===== config.mk =====
export PLATFORM = sky130hd
export DESIGN_NAME = sap1_controller
export DESIGN_NICKNAME = d
export VERILOG_FILES = /design/src/rtl/sap1_controller.sv
export SDC_FILE = /design/constraint.sdc
export NUM_CORES = 1
export LEC_CHECK = 0
export CORE_MARGIN = 2
export CORE_UTILIZATION = 30
export CTS_BUF_LIST = sky130_fd_sc_hd__clkbuf_2
export CTS_CLUSTER_DIAMETER = 40
export DETAILED_ROUTE_END_ITERATION = 6
export PLACE_DENSITY = 0.68
export SETUP_SLACK_MARGIN = 0.02
export SYNTH_ARGS = -nofsm -noshare
export SYNTH_HDL_FRONTEND = slang
export SYNTH_SLANG_ARGS = --single-unit

===== constraint.sdc =====
create_clock -name clk -period 2.4 [get_ports clk]
set_input_delay 0.24 -clock clk [delete_from_list [all_inputs] [get_ports clk]]
set_output_delay 0.24 -clock clk [all_outputs]
set_load 0.005 [all_outputs]

===== src/rtl/sap1_controller.sv =====
// SAP-1 control sequencer: walks T1..T6 per instruction and decodes the IR opcode
// into datapath strobes, with free-run/single-step pacing and a sticky HALT.
module sap1_controller #(
    parameter bit         SKIP_NOP = 1'b0,
    parameter logic [3:0] OP_LDA   = 4'h0,
    parameter logic [3:0] OP_ADD   = 4'h1,
    parameter logic [3:0] OP_SUB   = 4'h2,
    parameter logic [3:0] OP_OUT   = 4'hE,
    parameter logic [3:0] OP_HLT   = 4'hF
) (
    input  logic       clk,
    input  logic       rst_n,
    input  logic [3:0] opcode,
    input  logic       step_mode,
    input  logic       step,
    output logic       pc_inc,
    output logic       mar_sel,
    output logic       mar_load,
    output logic       ir_load,
    output logic       b_load,
    output logic       out_load,
    output logic       Eacc,
    output logic       LaccM,
    output logic       LaccA,
    output logic       alu_sub,
    output logic [5:0] t_state,
    output logic       halted
);

    typedef enum logic [6:0] {
        S_T1   = 7'b0000001,
        S_T2   = 7'b0000010,
        S_T3   = 7'b0000100,
        S_T4   = 7'b0001000,
        S_T5   = 7'b0010000,
        S_T6   = 7'b0100000,
        S_HALT = 7'b1000000
    } state_t;

    state_t state;
    state_t state_next;
    logic   step_q;
    logic   advance;
    logic   is_lda, is_add, is_sub, is_out, is_hlt, is_known;

    // A held step level advances exactly once: only its rising edge counts.
    assign advance = ~step_mode | (step & ~step_q);

    assign is_lda   = (opcode == OP_LDA);
    assign is_add   = (opcode == OP_ADD);
    assign is_sub   = (opcode == OP_SUB);
    assign is_out   = (opcode == OP_OUT);
    assign is_hlt   = (opcode == OP_HLT);
    assign is_known = is_lda | is_add | is_sub | is_out | is_hlt;

    always_ff @(posedge clk) begin
        if (!rst_n) begin
            state  <= S_T1;
            step_q <= 1'b0;
        end else begin
            state  <= state_next;
            step_q <= step;
        end
    end

    // NOTE: every output of this block is given a default first so no latch is inferred.
    always_comb begin
        state_next = state;
        pc_inc     = 1'b0;
        mar_sel    = 1'b0;
        mar_load   = 1'b0;
        ir_load    = 1'b0;
        b_load     = 1'b0;
        out_load   = 1'b0;
        Eacc       = 1'b0;
        LaccM      = 1'b0;
        LaccA      = 1'b0;
        alu_sub    = 1'b0;

        case (state)
            S_T1: begin
                mar_load   = 1'b1;
                state_next = S_T2;
            end
            S_T2: begin
                pc_inc     = 1'b1;
                state_next = S_T3;
            end
            S_T3: begin
                ir_load    = 1'b1;
                state_next = (SKIP_NOP && !is_known) ? S_T1 : S_T4;
            end
            S_T4: begin
                mar_load   = is_lda | is_add | is_sub;
                mar_sel    = is_lda | is_add | is_sub;
                out_load   = is_out;
                if (is_hlt)
                    state_next = S_HALT;
                else
                    state_next = (SKIP_NOP && is_out) ? S_T1 : S_T5;
            end
            S_T5: begin
                Eacc       = is_lda;
                LaccM      = is_lda;
                b_load     = is_add | is_sub;
                state_next = (SKIP_NOP && is_lda) ? S_T1 : S_T6;
            end
            S_T6: begin
                Eacc       = is_add | is_sub;
                LaccA      = is_add | is_sub;
                alu_sub    = is_sub;
                state_next = S_T1;
            end
            S_HALT:  state_next = S_HALT;
            default: state_next = S_T1;
        endcase

        // Stalled or reset cycles hold the state and issue no strobes at all.
        if (!(advance && rst_n)) begin
            state_next = state;
            pc_inc     = 1'b0;
            mar_sel    = 1'b0;
            mar_load   = 1'b0;
            ir_load    = 1'b0;
            b_load     = 1'b0;
            out_load   = 1'b0;
            Eacc       = 1'b0;
            LaccM      = 1'b0;
            LaccA      = 1'b0;
            alu_sub    = 1'b0;
        end
    end

    assign t_state = rst_n ? state[5:0] : 6'b000001;
    assign halted  = rst_n & state[6];

endmodule


Word-level counts from Yosys, hierarchy flattened
Index checks and enable logic that the tools add are counted.
{"block": "op_classes", "n_addsub": 0, "n_mul": 0, "div_mod_pow": 0, "n_lt_le_gt_ge": 0, "n_eq_ne": 11, "shifts": 0, "muxes": 23, "bitwise_logic": 8, "n_reduce_logical": 2}
{"op": "7-bit one-hot mux with 6 select lines", "count": 1}
{"op": "1-bit two-way mux", "count": 18}
{"op": "4-bit equality test (second input constant)", "count": 2}
{"op": "7-bit by 1-bit equality test with 1-bit output (second input constant)", "count": 1}
{"op": "7-bit by 2-bit equality test with 1-bit output (second input constant)", "count": 1}
{"op": "7-bit by 3-bit equality test with 1-bit output (second input constant)", "count": 1}
{"op": "7-bit by 4-bit equality test with 1-bit output (second input constant)", "count": 1}
{"op": "7-bit by 5-bit equality test with 1-bit output (second input constant)", "count": 1}
{"op": "7-bit by 6-bit equality test with 1-bit output (second input constant)", "count": 1}
{"op": "7-bit equality test (second input constant)", "count": 1}
{"op": "7-bit two-way mux", "count": 1}
{"op": "6-bit two-way mux", "count": 1}
{"op": "4-bit by 1-bit equality test with 1-bit output (second input constant)", "count": 1}
{"op": "4-bit by 2-bit equality test with 1-bit output (second input constant)", "count": 1}
{"op": "4-bit zero test", "count": 1}
{"op": "1-bit bitwise OR", "count": 4}
{"op": "1-bit one-hot mux with 2 select lines", "count": 2}
{"op": "1-bit AND", "count": 2}
{"op": "1-bit NOT", "count": 2}
{"op": "1-bit logical AND", "count": 1}
{"block": "totals", "regBits": 8, "latchBits": 0, "mem_bits_rw": 0, "mem_bits_ro": 0, "inputBits": 8, "output_inout_bits": 17, "wordCells": 46, "n_memories": 0}

Longest topological paths before layout
Gate-level depths: netlist of run 1.
{"block": "logic_depth", "ltp_word": 5, "depth_mapped": 5, "depth_no_buf": 4}

Worst setup path after synthesis of run 1
No wires, ideal clock.
{"block": "synth_timing", "kind": "register to output", "start": "reg state[0]", "end": "out Eacc", "arrival_time_ps": 1784, "t_required_ps": 2160, "path_slack_ps": 376, "path_stages_with_launch": 6, "n_path_buf": 1, "cell_sequence": "dfxtp_1 buf_6 or4_4 a2111o_1 or3_1 a21oi_1"}
{"block": "synth_between", "elab_chain_cells": 3, "elab_cells_between_ends": 4, "cone_classes": "eq/ne: 2; mux: 2"}
{"element": "start, declared", "line_no": "40", "text": "state_t state;"}
{"element": "start signal, assigned", "line_no": "61", "text": "state <= state_next;"}
{"element": "7-bit by 6-bit equality test with 1-bit output or 7-bit by 5-bit equality test with 1-bit output (tied branches)", "line_no": "80", "text": "case (state)"}
{"element": "1-bit one-hot mux with 2 select lines (*)", "line_no": "80"}
{"element": "1-bit two-way mux (*)", "line_no": "119", "text": "if (!(advance && rst_n)) begin"}
{"element": "end, declared", "line_no": "22", "text": "output logic Eacc,"}
Every way passes the cells marked *; elsewhere a longest branch is shown, timed or not.

Final worst setup path of run 1
{"block": "layout_timing", "start": "in rst_n", "end": "out Eacc"}
{"block": "layout_between", "elab_chain_cells": 2}
{"element": "start, declared", "line_no": "12", "text": "input logic rst_n,"}
{"element": "1-bit logical AND", "line_no": "119"}
{"element": "1-bit two-way mux", "line_no": "119"}
Every way passes these cells.

==> results.cfg, run 1 <==
[synth]
synth_top_family_by_area = simple AND/OR/NAND/NOR gates
async_flop_share_pct = 0
synth_edf_count = 0
syn_area_um2 = 656
ys.flop_type = dfxtp_1
ys_ff_latch = 8
syn_nets = 95
synth.avg_cell_area_um2 = 7.54
synthMuxAreaShare_pct = 0
synth_cell_types = 39
synthSimpleGateAreaFrac_pct = 45.0
yosys-top-cells-area = dfxtp_1 24%, and2_1 7.6%, nor2b_1 3.8%
yosysWarnings = 0
syn_inst = 87
synth_top_cell_area_share_pct = 24.4
seq_area_frac_synth_pct = 24.4
synth_top_area_cell = dfxtp_1
synth_xor_xnor_area_share_pct = 2.67
synth-compound-area-share_pct = 20.2
synth-adder-area-share_pct = 0

[worst_setup_path]
crit_path_start_kind = primary input
reg2reg_depth = 8
worstPathCellList = clkdlybuf4s50_1, or3b_4, a2111o_1, or3_1, a21oi_2, buf_2
slowest_delay_ns = 0.47
crit_fanout = 2
cp_num_buf_inv = 2
cp_data_arrival_time_ns = 2.06
r2r_start = state[6]$_SDFFE_PN0P_
r2r_setup_slack_ns = 0.41
crit_family = simple AND/OR/NAND/NOR gates
r2r_end = state[1]$_SDFFE_PN0P_
critPathRequiredTime_ns = 2.16
worst_setup_path_end_kind = primary output
crit_slowest_cell = clkdlybuf4s50_1
worstSetupPathType = in -> out

[global_route]
grt_max_degree = 15
grt_pass1_wl_mm = 3.44
antenna_found_initial = 0
grt_pass1_vias = 804
met1_usage_pct = 20.9
grt_use_total_pct = 17.4
grt-busiest-layer = met2
gr-total-overflow = 0
use_met3_pct = 4.76
met2_usage_pct = 30.0

[drt]
drcViolationCount = 0
via_count = 807
drt-initial-drc-count = 16
ant_nets = 0
drtPass1Iterations = 4
routed_wl_mm = 2.07
via_per_inst = 5.17
wl_per_cell_um = 13.3

[final_layout]
syn2layout_area_growth_pct = 70.8
post-route-util_pct = 55.9
final_nets = 139
finalInstanceArea_mm2 = 0.00112
antenna_cells_inserted = 0
final_layout_size_suffix_gt1_share_pct = 27.9
most-common-layout-cells = 22 x buf_4, 15 x clkdlybuf4s50_1, 8 x and2_1, 8 x dfxtp_1, 6 x nand2_1
mostFrequentLayoutCell = buf_4

[floorplanning]
die_w_um = 50.8
die_h_um = 50.8
dieArea_mm2 = 0.00258
core-area_mm2 = 0.00200
initial_core_util_pct = 32.8
top_level_ports = 25
rows = 16

[placement]
io_buffers = 24
place_area_mm2 = 0.00101
post-place-ws_ns = -0.413
dp_hpwl_mm = 1.46
gp_congestion = 0.827

[power_and_ir_drop]
p_leak_nw = 0.504
vdd_drop_max_mv = 0.206
powerDensity_mw_per_mm2 = 317

[worst_hold_path]
hold-path-endpoint = step_q$_SDFF_PN0_
holdCritPathClass = in -> reg
hold_path.startpoint = step
min_path_cells = 2

[clock_tree]
ctsLongestPathBuffers = 2
cts_buffers = 3
cts.reportedPaths.clkPinSlew_ns = 0.07
cts_sinks = 8
insertion_delay_ns = 0.25
cts_tree = built
cts_htree_levels = 1
ctsHoldBuffers = 0
clock_tree.root_cell = clkbuf_2

[sta]
slew-limit-headroom_pct = 68.4
hold_violations = 0
setup_viol = 0
timing.final.crit_share_pct = 95.8
tightest_slew_ns = 0.470
max_freq_ghz = 0.435
finalMaxSlewViolations = 0
clock_skew_ns = 0.0189
min_period_ns = 2.30
setup_slack_ns = 0.101

[run]
max_cap_violations = 0

[outcome]
status = finished clean
final cells by class:
cell class | instances | area [µm²]
inverter | 3 | 11.3
clock buffer | 3 | 15.0
timing repair buffer | 46 | 402
tap | 27 | 33.8
sequential | 8 | 160
fill | 199 | 882
multi-input combinational | 69 | 498
worst max path at each step:
| stage | endpoint | depth (start not counted) | startpoint | slack [ns] |
|---|---|---|---|---|
| CTS | Eacc | 5 | state[1]$_SDFFE_PN0P_ | 0.004 |
| floorplan | Eacc | 5 | state[0]$_SDFFE_PN1P_ | 0.38 |
| global route | mar_sel | 6 | state[6]$_SDFFE_PN0P_ | -0.001 |
| finish | Eacc | 6 | rst_n | 0.10 |
| global placement | Eacc | 6 | rst_n | -0.40 |
| detailed placement | Eacc | 6 | rst_n | -0.41 |
synthesized netlist by cell type (all sizes together), types with 2 or more instances:
master / count
nand4b: 2
nor2b: 4
buf: 3
clkbuf: 4
dfxtp: 8
a21boi: 2
nor3: 3
nor2: 5
nand2b: 3
and2: 8
or3: 2
o2111ai: 2
nand3: 3
nor4: 3
inv: 3
o21ai: 2
a21oi: 4
nand2: 6
nor3b: 2
logic make-up after synthesis:
| family | count (synthesis) |
|---|---|
| flip-flops | 8 |
| AND/OR/NAND/NOR | 49 |
| AO/OA/AOI/OAI | 18 |
| buffers and inverters | 10 |
| XOR/XNOR | 2 |
state kept, by name, summed over array words and instances (netlist names):
name and flops:
state 7, step_q 1
per-stage QoR:
stage / power [W] / TNS (ns) / hold WS (ns) / std cells
global placement: 0.000255 / -1.27 / 0.616 / 147
global route: 0.000376 / -0.00122 / 0.635 / 156
detailed placement: 0.000257 / -1.45 / 0.631 / 147
CTS: 0.000353 / 0 / 0.607 / 155
floorplan: 0.000206 / 0 / 0.367 / 87
finish: 0.000355 / 0 / 0.625 / 156
power by group:
part	switching [W]	internal, W	total, W	leakage (nW)
clock network	0.0000506	0.0000341	0.0000847	0.0125
registers	0.00000285	0.000138	0.000141	0.0653
logic	0.0000592	0.0000694	0.000129	0.427
routing by layer:
metal	part of all wire, %	up-vias
li1	-	402
met1	46	381
met2	50	22
met3	3.3	2
met4	0.68	0
met5	0	-
what timing repair did:
action,4_1_cts,5_1_grt
gates resized for setup,12,11
pin swaps,3,5
setup endpoints to repair,9,7
setup buffers,5,1
Note: power is estimated with default switching activity, not from simulation.
==> inputs of run 2 (changes only) <==
--- a/config.mk
+++ b/config.mk
@@ -12,6 +12,7 @@
 export DETAILED_ROUTE_END_ITERATION = 6
 export PLACE_DENSITY = 0.68
 export SETUP_SLACK_MARGIN = 0.02
+export SLEW_MARGIN = 40
 export SYNTH_ARGS = -nofsm -noshare
 export SYNTH_HDL_FRONTEND = slang
 export SYNTH_SLANG_ARGS = --single-unit
==> constraint.sdc (replaced) <==
create_clock -name clk -period 2.4 [get_ports clk]
set_input_delay 0.48 -clock clk [delete_from_list [all_inputs] [get_ports clk]]
set_output_delay 0.48 -clock clk [all_outputs]
set_load 0.005 [all_outputs]
==> run 2 against run 1 <==
Against the previous run: the flow now finishes with violations (setup timing); combinational power is 17% higher; non-clock buffer count is 11 higher; flip-flop and latch count unchanged; sequential share of layout area down 0.65 points; via count rose by 7.3%; count of clock-buffer cells in the layout is the same; die area did not move; critical endpoint unchanged.
==> results.cfg, run 2 (same netlist as run 1, synthesis figures left out) <==
[final_layout]
finalInstanceArea_mm2 = 0.00121
syn2layout_area_growth_pct = 84.5
reg_top3 = state x7, step_q x1
final_nets = 150
post-route-util_pct = 60.4
most-common-layout-cells = 31 x buf_4, 9 x clkdlybuf4s50_1, 7 x and2_1, 7 x buf_2, 6 x nand2_1
largest_reg_flops = 7
mostFrequentLayoutCell = buf_4
antenna_cells_inserted = 0
regMostFlops = state
final.fill_count = 180
final_layout_size_suffix_gt1_share_pct = 47.1

[power_and_ir_drop]
powerDensity_mw_per_mm2 = 312
p_leak_nw = 0.527
vdd_drop_max_mv = 0.243
total_power_w = 0.000377

[sta]
slew-limit-headroom_pct = 72.9
timing.final.crit_share_pct = 102
rsz0062_at_grt = true
hold_violations = 0
holdWs_ns = 0.598
max_freq_ghz = 0.408
setup_viol = 1
finalMaxSlewViolations = 0
setup_slack_ns = -0.0532
clock_skew_ns = 0.0131
tightest_slew_ns = 0.404
min_period_ns = 2.45

[worst_setup_path]
cp_num_buf_inv = 1
worstSetupPathType = reg -> out
crit_slowest_cell = or4_4
critPathRequiredTime_ns = 1.92
slowest_delay_ns = 0.53
crit_family = simple AND/OR/NAND/NOR gates
cp_data_arrival_time_ns = 1.97
crit_fanout = 2
worst_setup_path_end_kind = primary output
crit_path_start_kind = register
worstPathCellList = or4_4, a2111o_1, or3_1, a21oi_1, buf_2

[clock_tree]
cts_htree_levels = 1
insertion_delay_ns = 0.24
cts_tree = built
clock_tree.root_cell = clkbuf_2
ctsHoldBuffers = 0
cts_sinks = 8
cts_buffers = 3
ctsLongestPathBuffers = 2
cts.reportedPaths.clkPinSlew_ns = 0.07

[run]
max_cap_violations = 0

[drt]
via_count = 866
ant_nets = 0
via_per_inst = 5.19
drtPass1Iterations = 4
routed_wl_mm = 2.26
wl_per_cell_um = 13.5
drcViolationCount = 0
drt-initial-drc-count = 10

[global_route]
grt_use_total_pct = 19.2
gr-total-overflow = 0
grt_pass1_wl_mm = 3.84
grt_max_degree = 15
grt_pass1_vias = 868
antenna_found_initial = 0

[outcome]
status = finished with violations
violations = setup timing

[placement]
io_buffers = 24
place_area_mm2 = 0.00106
gp_congestion = 0.818
dp_hpwl_mm = 1.48

[floorplanning]
die_w_um = 50.8
die_h_um = 50.8
rows = 16
initial_core_util_pct = 32.8
core-area_mm2 = 0.00200
dieArea_mm2 = 0.00258
top_level_ports = 25

[worst_hold_path]
holdCritPathClass = in -> reg
==> run 2: layout make-up <==
| cell class | count | area (µm²) | area share (%) |
|---|---|---|---|
| flip-flops and latches | 8 | 165 | 13.7 |
| multi-input cells | 69 | 526 | 43.4 |
| well taps | 27 | 33.8 | 2.79 |
| inverters | 3 | 11.3 | 0.931 |
| repair buffers | 57 | 459 | 38.0 |
| clock buffers | 3 | 15.0 | 1.24 |
==> run 2: final timing paths <==
kind / endpoint / slack, ns / cells after the start / from
worst max-delay path: Eacc / -0.05 / 5 / state[5]$_SDFFE_PN0P_
worst min-delay path: step_q$_SDFF_PN0_ / 0.60 / 2 / step
worst max register to register: state[1]$_SDFFE_PN0P_ / 0.03 / 12 / state[5]$_SDFFE_PN0P_
worst min register to register: state[6]$_SDFFE_PN0P_ / 0.64 / 3 / state[6]$_SDFFE_PN0P_
==> run 2: per-layer routing <==
metal / global-route usage [%] / share of wire (%) / vias up
met4: 4.05 / 0.98 / 0
met3: 4.17 / 4.7 / 2
met2: 33.8 / 50 / 30
met5: 0 / 0 / -
met1: 23.9 / 44 / 409
li1: - / - / 425
==> run 2: power breakdown <==
| part | switching (W) | total [W] | internal (W) |
|---|---|---|---|
| clock | 0.0000492 | 0.0000833 | 0.0000341 |
| sequential | 0.00000302 | 0.000142 | 0.000139 |
| combinational | 0.0000679 | 0.000151 | 0.0000835 |
==> run 2: repair_timing <==
action                                 in CTS  in global routing
setup endpoints to repair                  10                  7
gates resized for setup                    54                 13
buffers inserted                           10                  1
pin swaps                                  12                 10
endpoints found under the hold margin       0                  0
==> run 2: per-stage QoR <==
| step | TNS [ns] | cells | setup slack (ns) |
|---|---|---|---|
| after floorplan | 0 | 87 | 0.0878 |
| after global placement | -5.73 | 153 | -0.881 |
| after detailed placement | -5.94 | 153 | -0.884 |
| after CTS | -0.148 | 166 | -0.148 |
| after global routing | -0.172 | 167 | -0.119 |
| final | -0.0532 | 167 | -0.0532 |
==> inputs of run 3 (changes only) <==
--- a/config.mk
+++ b/config.mk
@@ -5,12 +5,15 @@
 export SDC_FILE = /design/constraint.sdc
 export NUM_CORES = 1
 export LEC_CHECK = 0
+export CELL_PAD_IN_SITES_DETAIL_PLACEMENT = 0
+export CELL_PAD_IN_SITES_GLOBAL_PLACEMENT = 1
 export CORE_MARGIN = 2
 export CORE_UTILIZATION = 30
 export CTS_BUF_LIST = sky130_fd_sc_hd__clkbuf_2
 export CTS_CLUSTER_DIAMETER = 40
 export DETAILED_ROUTE_END_ITERATION = 6
-export PLACE_DENSITY = 0.68
+export DONT_BUFFER_PORTS = 1
+export PLACE_DENSITY = 0.67
 export SETUP_SLACK_MARGIN = 0.02
 export SLEW_MARGIN = 40
 export SYNTH_ARGS = -nofsm -noshare
==> run 3 against run 2 <==
Against the previous run: global-route usage down 4.7 points; wire length down 25%; clock power down 3.6%; power down 19%; combinational power down 46%; die area unchanged; critical path depth down 1; setup slack better by 0.078 ns; cell area down 38%; via count down 24%; the flow now finishes without violations.
==> results.cfg, run 3 (same netlist as run 1, synthesis figures left out) <==
[global_route]
grt_pass1_vias = 592
grt_max_degree = 16
grt_use_total_pct = 14.6
met1_usage_pct = 20.1
gr-total-overflow = 0
use_met3_pct = 3.87
met2_usage_pct = 21.5
grt_pass1_wl_mm = 2.78
antenna_found_initial = 0
grt-busiest-layer = met2

[floorplanning]
initial_core_util_pct = 32.8
die_w_um = 50.8
die_h_um = 50.8
dieArea_mm2 = 0.00258
rows = 16
core-area_mm2 = 0.00200
top_level_ports = 25

[worst_setup_path]
worstSetupPathType = reg -> out
cp_data_arrival_time_ns = 1.90
crit_fanout = 2
worstSetupStartpoint = state[0]$_SDFFE_PN1P_
r2r_start = state[6]$_SDFFE_PN0P_
critPathRequiredTime_ns = 1.92
crit_path_start_kind = register
slowest_delay_ns = 0.53
worst_setup_path_end_kind = primary output
crit_slowest_cell = or4_4
worstPathCellList = or4_4, a2111o_1, or3_1, a21oi_2
r2r_setup_slack_ns = 0.63

[sta]
rsz0062_at_grt = true
tightest_slew_ns = 0.428
finalMaxSlewViolations = 0
min_period_ns = 2.38
holdWs_ns = 0.330
setup_viol = 0
clock_skew_ns = 0.00341
slew-limit-headroom_pct = 71.2
timing.final.crit_share_pct = 99.0
max_freq_ghz = 0.421
hold_violations = 0

[clock_tree]
ctsLongestPathBuffers = 2
cts_buffers = 3
cts.reportedPaths.clkPinSlew_ns = 0.08
cts_tree = built
clock_tree.root_cell = clkbuf_2
ctsHoldBuffers = 0
cts_setup_buffers = 0
cts_sinks = 8
insertion_delay_ns = 0.23
cts_htree_levels = 1

[final_layout]
regMostFlops = state
most-common-layout-cells = 9 x buf_4, 8 x and2_1, 6 x nand2_1
multiInputGateArea_um2 = 464
largest_reg_flops = 7
final_layout_size_suffix_gt1_share_pct = 22.8
syn2layout_area_growth_pct = 15.3
reg_top3 = state x7, step_q x1
final_nets = 102
post-route-util_pct = 37.8
final-seq-area_um2 = 164
final.fill_count = 225
mostFrequentLayoutCell = buf_4
antenna_cells_inserted = 0

[drt]
drtPass1Iterations = 5
drt-initial-drc-count = 7
wl_per_cell_um = 14.2
via_count = 655
ant_nets = 0
drcViolationCount = 0
routed_wl_mm = 1.70
via_per_inst = 5.50

[outcome]
status = finished clean

[worst_hold_path]
holdCritPathClass = in -> reg
hold_path.startpoint = rst_n

[power_and_ir_drop]
p_leak_nw = 0.275
vdd_drop_max_mv = 0.160
powerDensity_mw_per_mm2 = 403

[run]
max_cap_violations = 0

[placement]
io_buffers = 0
gp_congestion = 0.837
dp_hpwl_mm = 1.33
[run 3: cell types whose count changed in the layout (fill, tap and decap cells not counted), moves of 2 or more]
cell,previous run,this run
clkdlybuf4s15_2,2,0
clkdlybuf4s50_1,9,0
a21oi_1,1,3
dlymetal6s2s_1,2,0
dlygate4sd2_1,3,0
a21oi_4,2,0
buf_4,31,9
buf_2,7,0
buf_6,2,0
[run 3: area by class of cell]
class                           count  area share [%]
Clock buffer                        3            1.99
Inverter                            3            1.49
Multi-Input combinational cell     69            61.4
Sequential cell                     8            21.7
Tap cell                           27            4.47
Timing Repair Buffer                9            8.94
[run 3: layer usage]
layer / wire length, µm / vias to the layer above
met1: 816 / 313
met3: 73 / 0
li1: - / 327
met2: 805 / 15
met5: 0 / -
met4: 0 / 0
[run 3: where the power goes]
part	internal (W)	switching [W]	total, W
combinational	0.0000410	0.0000405	0.0000815
clock	0.0000341	0.0000461	0.0000803
sequential	0.000139	0.00000362	0.000143
total	0.000214	0.0000903	0.000304
[run 3: worst paths after layout]
kind                                end  depth (start not counted)
setup / recovery                   Eacc                          4
hold / removal    state[0]$_SDFFE_PN1P_                          1
setup reg to reg  state[1]$_SDFFE_PN0P_                          5
hold reg to reg   state[6]$_SDFFE_PN0P_                          2
[run 3: what timing repair did]
action	4_1_cts	5_1_grt
gates resized for setup	5	3
pin swaps	3	0
setup endpoints to repair	1	4
endpoints found under the hold margin	0	0
[run 3: worst max-delay path, delay by kind of cell, from the launching register on]
family,cells,cell delay [ns]
compound gates,2,0.44
flops,1,0.33
simple gates,2,0.90
[run 3: metrics by stage]
step / power (W) / setup TNS, ns / worst slack, ns / area [µm²] / std cells
after CTS: 0.000309 / 0 / 0.00553 / 743 / 119
after floorplan: 0.000206 / 0 / 0.0878 / 656 / 87
after global placement: 0.000225 / 0 / 0.100 / 718 / 116
final: 0.000304 / 0 / 0.0248 / 756 / 119
after detailed placement: 0.000225 / 0 / 0.0998 / 718 / 116
after global routing: 0.000329 / -0.0568 / -0.0568 / 756 / 119
